--- src/rtl/multicycle_controller_pkg.sv ---
// Shared encodings for the multi-cycle ARM sequencer: FSM states, instruction
// classes and register-file write-back source selects.
package cpu_ctrl_pkg;

    typedef enum logic [2:0] {
        ST_FETCH     = 3'd0,
        ST_DECODE    = 3'd1,
        ST_EXECUTE   = 3'd2,
        ST_MEMORY    = 3'd3,
        ST_WRITEBACK = 3'd4
    } state_t;

    localparam logic [1:0] CLS_DP  = 2'b00;
    localparam logic [1:0] CLS_SDT = 2'b01;
    localparam logic [1:0] CLS_BR  = 2'b10;
    localparam logic [1:0] CLS_UND = 2'b11;

    localparam logic [1:0] SEL_ALU  = 2'b00;
    localparam logic [1:0] SEL_MEM  = 2'b01;
    localparam logic [1:0] SEL_LINK = 2'b10;
    localparam logic [1:0] SEL_BASE = 2'b11;

    // Timeout counter width; covers the full 1..255 MEM_TIMEOUT range.
    localparam int TMO_W = 8;

endpackage

--- src/rtl/multicycle_controller_if.sv ---
// Data-memory request/acknowledge handshake between the sequencer (master)
// and the data memory (slave).
interface multicycle_controller_if;
    logic mem_req;
    logic mem_we;
    logic mem_ack;

    modport master (output mem_req, output mem_we, input mem_ack);
    modport slave  (input mem_req, input mem_we, output mem_ack);
endinterface

--- src/rtl/multicycle_controller_timeout.sv ---
// Memory-wait timeout counter: counts enabled cycles and flags the cycle in
// which the count would reach MEM_TIMEOUT.
module ctrl_timeout_counter
    import cpu_ctrl_pkg::*;
#(
    parameter int MEM_TIMEOUT = 15
)(
    input  logic clk,
    input  logic rst,
    input  logic clr,
    input  logic en,
    output logic tc
);
    logic [TMO_W-1:0] cnt;

    always_ff @(posedge clk) begin
        if (rst || clr) begin
            cnt <= '0;
        end else if (en) begin
            cnt <= cnt + 1'b1;
        end
    end

    // High during the MEM_TIMEOUT-th enabled cycle, so the abort happens in that cycle.
    assign tc = en && (cnt == TMO_W'(MEM_TIMEOUT - 1));

endmodule

--- src/rtl/multicycle_controller.sv ---
// Five-stage multi-cycle sequencer for the ARM datapath. Optional performance
// counters are built when CTRL_PERF_EN is defined.
//   state     | meaning
//   FETCH     | latch instruction register
//   DECODE    | condition check, undefined-instruction trap
//   EXECUTE   | ALU operation, branch / link write
//   MEMORY    | data-memory access with timeout
//   WRITEBACK | register-file write (two cycles for load with base write-back)
module multicycle_controller
    import cpu_ctrl_pkg::*;
#(
    parameter int MEM_TIMEOUT = 15
`ifdef CTRL_PERF_EN
    , parameter int CNT_W = 32
`endif
)(
    input  logic                clk,
    input  logic                nreset,
    input  logic [1:0]          instr_class,
    input  logic                cond_pass,
    input  logic                s_bit,
    input  logic                rd_write,
    input  logic                rd_is_pc,
    input  logic                load_bit,
    input  logic                wb_bit,
    input  logic                link_bit,
    multicycle_controller_if.master mem,
    output logic [2:0]          state,
    output logic                ir_write,
    output logic                pc_inc,
    output logic                pc_branch,
    output logic                alu_en,
    output logic                cpsr_write,
    output logic                rf_write_en,
    output logic [1:0]          rf_wb_sel,
    output logic                undef_err,
    output logic                mem_err
`ifdef CTRL_PERF_EN
    ,
    output logic [CNT_W-1:0]    cycle_cnt,
    output logic [CNT_W-1:0]    retired_cnt,
    output logic [CNT_W-1:0]    skipped_cnt,
    output logic [CNT_W-1:0]    stall_cnt
`endif
);
    state_t     state_q;
    logic [1:0] cls_q;
    logic       rd_write_q;
    logic       rd_is_pc_q;
    logic       load_q;
    logic       wb_q;
    logic       wb_pend_q;
    logic       pc_inc_q;
    logic       pc_inc_now;
    logic       mem_req_q;
    logic       mem_we_q;
    logic       tmo_en;
    logic       tmo_clr;
    logic       tmo_tc;

    assign tmo_en  = (state_q == ST_MEMORY);
    assign tmo_clr = (state_q != ST_MEMORY) || mem.mem_ack;

    ctrl_timeout_counter #(.MEM_TIMEOUT(MEM_TIMEOUT)) u_tmo (
        .clk (clk),
        .rst (nreset),
        .clr (tmo_clr),
        .en  (tmo_en),
        .tc  (tmo_tc)
    );

    always_ff @(posedge clk) begin
        if (nreset) begin
            state_q     <= ST_FETCH;
            cls_q       <= CLS_DP;
            rd_write_q  <= 1'b0;
            rd_is_pc_q  <= 1'b0;
            load_q      <= 1'b0;
            wb_q        <= 1'b0;
            wb_pend_q   <= 1'b0;
            pc_inc_q    <= 1'b0;
            pc_branch   <= 1'b0;
            alu_en      <= 1'b0;
            cpsr_write  <= 1'b0;
            rf_write_en <= 1'b0;
            rf_wb_sel   <= SEL_ALU;
            mem_req_q   <= 1'b0;
            mem_we_q    <= 1'b0;
            undef_err   <= 1'b0;
            mem_err     <= 1'b0;
        end else begin
            pc_inc_q    <= 1'b0;
            pc_branch   <= 1'b0;
            alu_en      <= 1'b0;
            cpsr_write  <= 1'b0;
            rf_write_en <= 1'b0;
            rf_wb_sel   <= SEL_ALU;
            mem_req_q   <= 1'b0;
            mem_we_q    <= 1'b0;
            case (state_q)
                ST_FETCH: state_q <= ST_DECODE;
                ST_DECODE: begin
                    if (!cond_pass) begin
                        state_q <= ST_FETCH;
                    end else if (instr_class == CLS_UND) begin
                        undef_err <= 1'b1;
                        state_q   <= ST_FETCH;
                    end else begin
                        state_q    <= ST_EXECUTE;
                        cls_q      <= instr_class;
                        rd_write_q <= rd_write;
                        rd_is_pc_q <= rd_is_pc;
                        load_q     <= load_bit;
                        wb_q       <= wb_bit;
                        alu_en     <= 1'b1;
                        if (instr_class == CLS_DP) begin
                            cpsr_write <= s_bit;
                            pc_inc_q   <= !rd_write;
                        end else if (instr_class == CLS_BR) begin
                            pc_branch   <= 1'b1;
                            rf_write_en <= link_bit;
                            rf_wb_sel   <= link_bit ? SEL_LINK : SEL_ALU;
                        end
                    end
                end
                ST_EXECUTE: begin
                    if (cls_q == CLS_SDT) begin
                        state_q   <= ST_MEMORY;
                        mem_req_q <= 1'b1;
                        mem_we_q  <= !load_q;
                    end else if (cls_q == CLS_DP && rd_write_q) begin
                        state_q     <= ST_WRITEBACK;
                        rf_write_en <= 1'b1;
                        rf_wb_sel   <= SEL_ALU;
                        pc_inc_q    <= !rd_is_pc_q;
                    end else begin
                        state_q <= ST_FETCH;
                    end
                end
                ST_MEMORY: begin
                    if (mem.mem_ack) begin
                        if (load_q) begin
                            state_q     <= ST_WRITEBACK;
                            rf_write_en <= 1'b1;
                            rf_wb_sel   <= SEL_MEM;
                            pc_inc_q    <= !wb_q && !rd_is_pc_q;
                            wb_pend_q   <= wb_q;
                        end else if (wb_q) begin
                            state_q     <= ST_WRITEBACK;
                            rf_write_en <= 1'b1;
                            rf_wb_sel   <= SEL_BASE;
                            pc_inc_q    <= !rd_is_pc_q;
                        end else begin
                            state_q <= ST_FETCH;
                        end
                    end else if (tmo_tc) begin
                        mem_err <= 1'b1;
                        state_q <= ST_FETCH;
                    end else begin
                        mem_req_q <= 1'b1;
                        mem_we_q  <= !load_q;
                    end
                end
                ST_WRITEBACK: begin
                    wb_pend_q <= 1'b0;
                    if (wb_pend_q) begin
                        rf_write_en <= 1'b1;
                        rf_wb_sel   <= SEL_BASE;
                        pc_inc_q    <= !rd_is_pc_q;
                    end else begin
                        state_q <= ST_FETCH;
                    end
                end
                default: state_q <= ST_FETCH;
            endcase
        end
    end

    // Exits decided by same-cycle cond_pass or mem_ack/timeout need the PC pulse in that cycle.
    assign pc_inc_now = (state_q == ST_DECODE && (!cond_pass || instr_class == CLS_UND))
                     || (state_q == ST_MEMORY && ((mem.mem_ack && !load_q && !wb_q)
                                                 || (!mem.mem_ack && tmo_tc)));

    assign pc_inc      = pc_inc_q || pc_inc_now;
    assign ir_write    = (state_q == ST_FETCH);
    assign state       = state_q;
    assign mem.mem_req = mem_req_q;
    assign mem.mem_we  = mem_we_q;

`ifdef CTRL_PERF_EN
    always_ff @(posedge clk) begin
        if (nreset) begin
            cycle_cnt   <= '0;
            retired_cnt <= '0;
            skipped_cnt <= '0;
            stall_cnt   <= '0;
        end else begin
            cycle_cnt <= cycle_cnt + 1'b1;
            if ((pc_inc || pc_branch) && state_q != ST_DECODE)
                retired_cnt <= retired_cnt + 1'b1;
            if (state_q == ST_DECODE && !cond_pass)
                skipped_cnt <= skipped_cnt + 1'b1;
            if (state_q == ST_MEMORY && !mem.mem_ack)
                stall_cnt <= stall_cnt + 1'b1;
        end
    end
`endif

endmodule

--- src/flat_wrapper.sv ---
// flat-port wrapper written by rule: the top's interface ports become plain ports
module multicycle_controller_flat import cpu_ctrl_pkg::*;
#(
    parameter int MEM_TIMEOUT = 15

)
  (clk, nreset, instr_class, cond_pass, s_bit, rd_write, rd_is_pc, load_bit, wb_bit, link_bit, state, ir_write, pc_inc, pc_branch, alu_en, cpsr_write, rf_write_en, rf_wb_sel, undef_err, mem_err, mem_mem_req, mem_mem_we, mem_mem_ack);
  multicycle_controller_if mem_i ();
  input  logic clk;
  input  logic nreset;
  input  logic [1:0] instr_class;
  input  logic cond_pass;
  input  logic s_bit;
  input  logic rd_write;
  input  logic rd_is_pc;
  input  logic load_bit;
  input  logic wb_bit;
  input  logic link_bit;
  output logic [2:0] state;
  output logic ir_write;
  output logic pc_inc;
  output logic pc_branch;
  output logic alu_en;
  output logic cpsr_write;
  output logic rf_write_en;
  output logic [1:0] rf_wb_sel;
  output logic undef_err;
  output logic mem_err;
  output wire logic [$bits(mem_i.mem_req)-1:0] mem_mem_req;
  output wire logic [$bits(mem_i.mem_we)-1:0] mem_mem_we;
  input wire logic [$bits(mem_i.mem_ack)-1:0] mem_mem_ack;
  assign mem_mem_req = mem_i.mem_req;
  assign mem_mem_we = mem_i.mem_we;
  assign mem_i.mem_ack = mem_mem_ack;
  multicycle_controller #(.MEM_TIMEOUT(MEM_TIMEOUT)) u_core (.clk(clk), .nreset(nreset), .instr_class(instr_class), .cond_pass(cond_pass), .s_bit(s_bit), .rd_write(rd_write), .rd_is_pc(rd_is_pc), .load_bit(load_bit), .wb_bit(wb_bit), .link_bit(link_bit), .mem(mem_i), .state(state), .ir_write(ir_write), .pc_inc(pc_inc), .pc_branch(pc_branch), .alu_en(alu_en), .cpsr_write(cpsr_write), .rf_write_en(rf_write_en), .rf_wb_sel(rf_wb_sel), .undef_err(undef_err), .mem_err(mem_err));
endmodule
--- config.mk ---
export PLATFORM = sky130hd
export DESIGN_NAME = multicycle_controller_flat
export DESIGN_NICKNAME = d
export VERILOG_FILES = /design/src/rtl/multicycle_controller_pkg.sv /design/src/rtl/multicycle_controller_if.sv /design/src/rtl/multicycle_controller_timeout.sv /design/src/rtl/multicycle_controller.sv /design/src/flat_wrapper.sv
export SDC_FILE = /design/constraint.sdc
export NUM_CORES = 1
export LEC_CHECK = 0
export BUFFER_PORTS_ARGS = -buffer_cell sky130_fd_sc_hd__buf_2
export CAP_MARGIN = 30
export CORE_UTILIZATION = 50
export CTS_BUF_LIST = sky130_fd_sc_hd__clkbuf_4 sky130_fd_sc_hd__clkbuf_8 sky130_fd_sc_hd__clkbuf_16
export CTS_CLUSTER_DIAMETER = 30
export DETAILED_ROUTE_END_ITERATION = 7
export PLACE_DENSITY_LB_ADDON = 0.25
export SLEW_MARGIN = 20
export SYNTH_ARGS = -nofsm -noshare
export SYNTH_HDL_FRONTEND = slang
export SYNTH_SLANG_ARGS = --single-unit
--- constraint.sdc ---
create_clock -name clk -period 2.8 [get_ports clk]
set_input_delay 0.14 -clock clk [delete_from_list [all_inputs] [get_ports clk]]
set_output_delay 0.14 -clock clk [all_outputs]
set_load 0.01 [all_outputs]
==> flow_metrics.py <==
metrics = {
    "routing": {
        "drc": 0,
        "dr_total_vias": 1217,
        "via_per_inst": 6.09,
        "wl_um": 2920,
        "firstDrtPassIters": 4,
        "wl_per_cell_um": 14.6,
        "ant_nets": 0,
        "first_iter_violations": 66,
    },
    "clock_network": {
        "hold_buffers": 0,
        "cts_resized": 0,
        "cts_tree": "yes",
        "path_clk_slew_ns": 0.10,
        "h-tree-depth": 2,
        "cts_buffers": 5,
        "cts_buffer_depth": 2,
        "cts_setup_buffers": 0,
        "insertion_delay_ns": 0.33,
        "cts-root-buf": "clkbuf_4",
        "cts.sinks": 29,
    },
    "power": {
        "power.leakage_uw": 0.000590,
        "power-per-cell-area_nw_per_um2": 569,
        "combPwrFrac_pct": 7.4,
        "p_int_uw": 669,
        "ir_worst_vdd_v": 0.000546,
        "switching_share_pct": 21.8,
        "seqPwrFrac_pct": 50.3,
        "p_sw_uw": 187,
        "p_total_uw": 856,
        "pwr-share-clk_pct": 42.4,
    },
    "yosys": {
        "yosys.cell_types.count": 40,
        "synth_cells": 142,
        "syn_nets": 156,
        "ys_seq_area_share_pct": 45.8,
        "synth_warnings": 0,
        "syn_area_um2": 1270,
        "syn_area_per_cell_um2": 8.93,
        "synth_edf_count": 0,
        "yosys_most_used_dff": "dfxtp_1",
        "ys_seq_elements": 29,
        "postSynth.asyncResetShare_pct": 0,
    },
    "worst_setup_path": {
        "critPathLaunch": "u_core.state[0]",
        "rr_worst_depth": 3,
        "endpoint_kind": "primary output",
        "critPathRequiredTime_ns": 2.66,
        "worst-setup-path-type": "reg2out",
        "timing.rr.start": "u_core.state[0]",
        "cp.arrival_ns": 1.79,
        "crit_fanout": 14,
        "critPathLaunchType": "flip-flop",
    },
    "sta": {
        "holdWs_ns": 0.0533,
        "setup_viol": 0,
        "fmax_mhz": 519,
        "period_minus_slack_ns": 1.93,
        "hold_violations": 0,
        "finalSetupTns_ns": 0,
        "setup_ws_ns": 0.872,
        "maxSlewViolCount": 0,
        "post-route-period-util_pct": 68.9,
        "grt_setup_unrepaired": "no",
        "tightest_slew_ns": 0.423,
        "relSlewSlack_pct": 71.5,
        "clock-skew-final_ns": 0.0140,
    },
    "run": {
        "cap_viol_max_count": 0,
    },
    "floorplanning": {
        "ios": 27,
        "die_area_um2": 2740,
        "initial_core_util_pct": 55.2,
        "die_w_um": 52.4,
        "rows": 17,
        "fp.coreArea_um2": 2300,
        "fp.dieH_um": 52.4,
    },
    "global_route": {
        "grt_max_degree": 16,
        "grt_pass1_vias": 1067,
        "antenna_found_initial": 0,
        "gr-total-overflow": 0,
        "grt_pass1_wl_um": 4780,
        "grtUsageTotal_pct": 24.5,
    },
    "placement": {
        "pre_cts_ws_ns": 1.23,
        "dp_hpwl_um": 2080,
        "gp_congestion": 0.944,
        "placed_cells": 192,
        "io_buffers": 26,
    },
    "finish": {
        "area_growth_pct": 18.8,
        "layout_commonest_cell": "dfxtp_1",
        "final_cells": 200,
        "drive_above_1_share_pct": 23.3,
        "antenna_cells": 0,
        "layout_common_cells": "dfxtp_1, buf_2, a21oi_1",
        "fillers": 204,
        "finalNetCount": 185,
    },
    "run_status": {
        "status": "finished clean",
    },
    "worst_hold_path": {
        "hp-start": "load_bit",
        "min_path_type": "in2reg",
        "worstHoldPathCells": 3,
    },
}
==> state kept, by name, indices dropped and copies added, names as in the netlist <==
register,flops
u_core.alu_en,1
u_core.cls_q,2
u_core.cpsr_write,1
u_core.load_q,1
u_core.mem.mem_req,1
u_core.mem.mem_we,1
u_core.mem_err,1
u_core.pc_branch,1
u_core.pc_inc_q,1
u_core.rd_is_pc_q,1
u_core.rd_write_q,1
u_core.rf_wb_sel,2
u_core.rf_write_en,1
u_core.state,3
u_core.u_tmo.cnt,8
u_core.undef_err,1
u_core.wb_pend_q,1
u_core.wb_q,1
==> through the flow <==
step	util [%]	instance area, µm²
2_1_floorplan	-	1270
3_3_place_gp	61.7	1420
3_5_place_dp	61.7	1420
4_1_cts	65.5	1510
5_1_grt	65.5	1510
6_report	65.5	1510
==> cells by family after synthesis <==
group / count (synthesis) / share of synthesized area, %
AND/OR/NAND/NOR: 54 / 26.0
AO/OA/AOI/OAI: 44 / 21.2
flip-flops: 29 / 45.8
buffers and inverters: 11 / 3.65
XOR/XNOR: 2 / 1.38
adder cells (fa/ha/maj): 2 / 1.97
==> power by group through the flow <==
stage | clock network (µW) | logic [µW] | registers (µW)
floorplan | 0 | 39.0 | 436
global placement | 0 | 61.8 | 439
detailed placement | 0 | 62.1 | 440
CTS | 369 | 62.8 | 430
global route | 386 | 68.9 | 432
finish | 363 | 63.1 | 430
==> layer usage <==
metal	track usage [%]	vias to the layer above	wire (µm)
li1	-	591	-
met4	13.2	0	66
met5	0	-	0
met1	32.8	571	1350
met2	34.4	47	1300
met3	7.83	8	212
==> Yosys cell counts, drive strengths merged (2+ instances only) <==
cell type	number	area share [%]
inv	6	1.8
or4	3	1.8
or3	4	2.0
nor2b	2	0.99
a31oi	3	1.5
nand4b	2	1.4
nor4bb	2	1.6
nor2	7	2.1
a21oi	18	7.1
buf	4	1.6
nand4	2	0.99
nand3	8	3.2
dfxtp	29	46
nor3	2	0.79
a21bo	2	1.6
and3	2	0.99
ha	2	2.0
nand2	10	3.0
and4b	2	1.6
o21ai	11	4.3
xor2	2	1.4
o31ai	2	1.2
==> final cells by class <==
cell class	count	area, µm²	area share, %
clock inverters	1	30.0	2.00
inverters	6	22.5	1.50
well taps	28	35.0	2.33
multi-input cells	102	641	42.6
flip-flops and latches	29	581	38.6
clock buffers	7	58.8	3.91
repair buffers	27	138	9.14
==> path summary, 6_finish.rpt <==
check,to,slack [ns]
setup / recovery,pc_inc,0.87
hold / removal,u_core.load_q,0.05
setup reg to reg,u_core.u_tmo.cnt[5],1.19
hold reg to reg,u_core.mem_err,0.46
==> critical path, stage by stage, from the launching register on <==
cell and delay [ns]:
dfxtp_1 0.56, nand3b_1 0.28, or2_2 0.34, o221ai_1 0.13, buf_2 0.16
No activity file was read; power rests on OpenSTA's default activity.
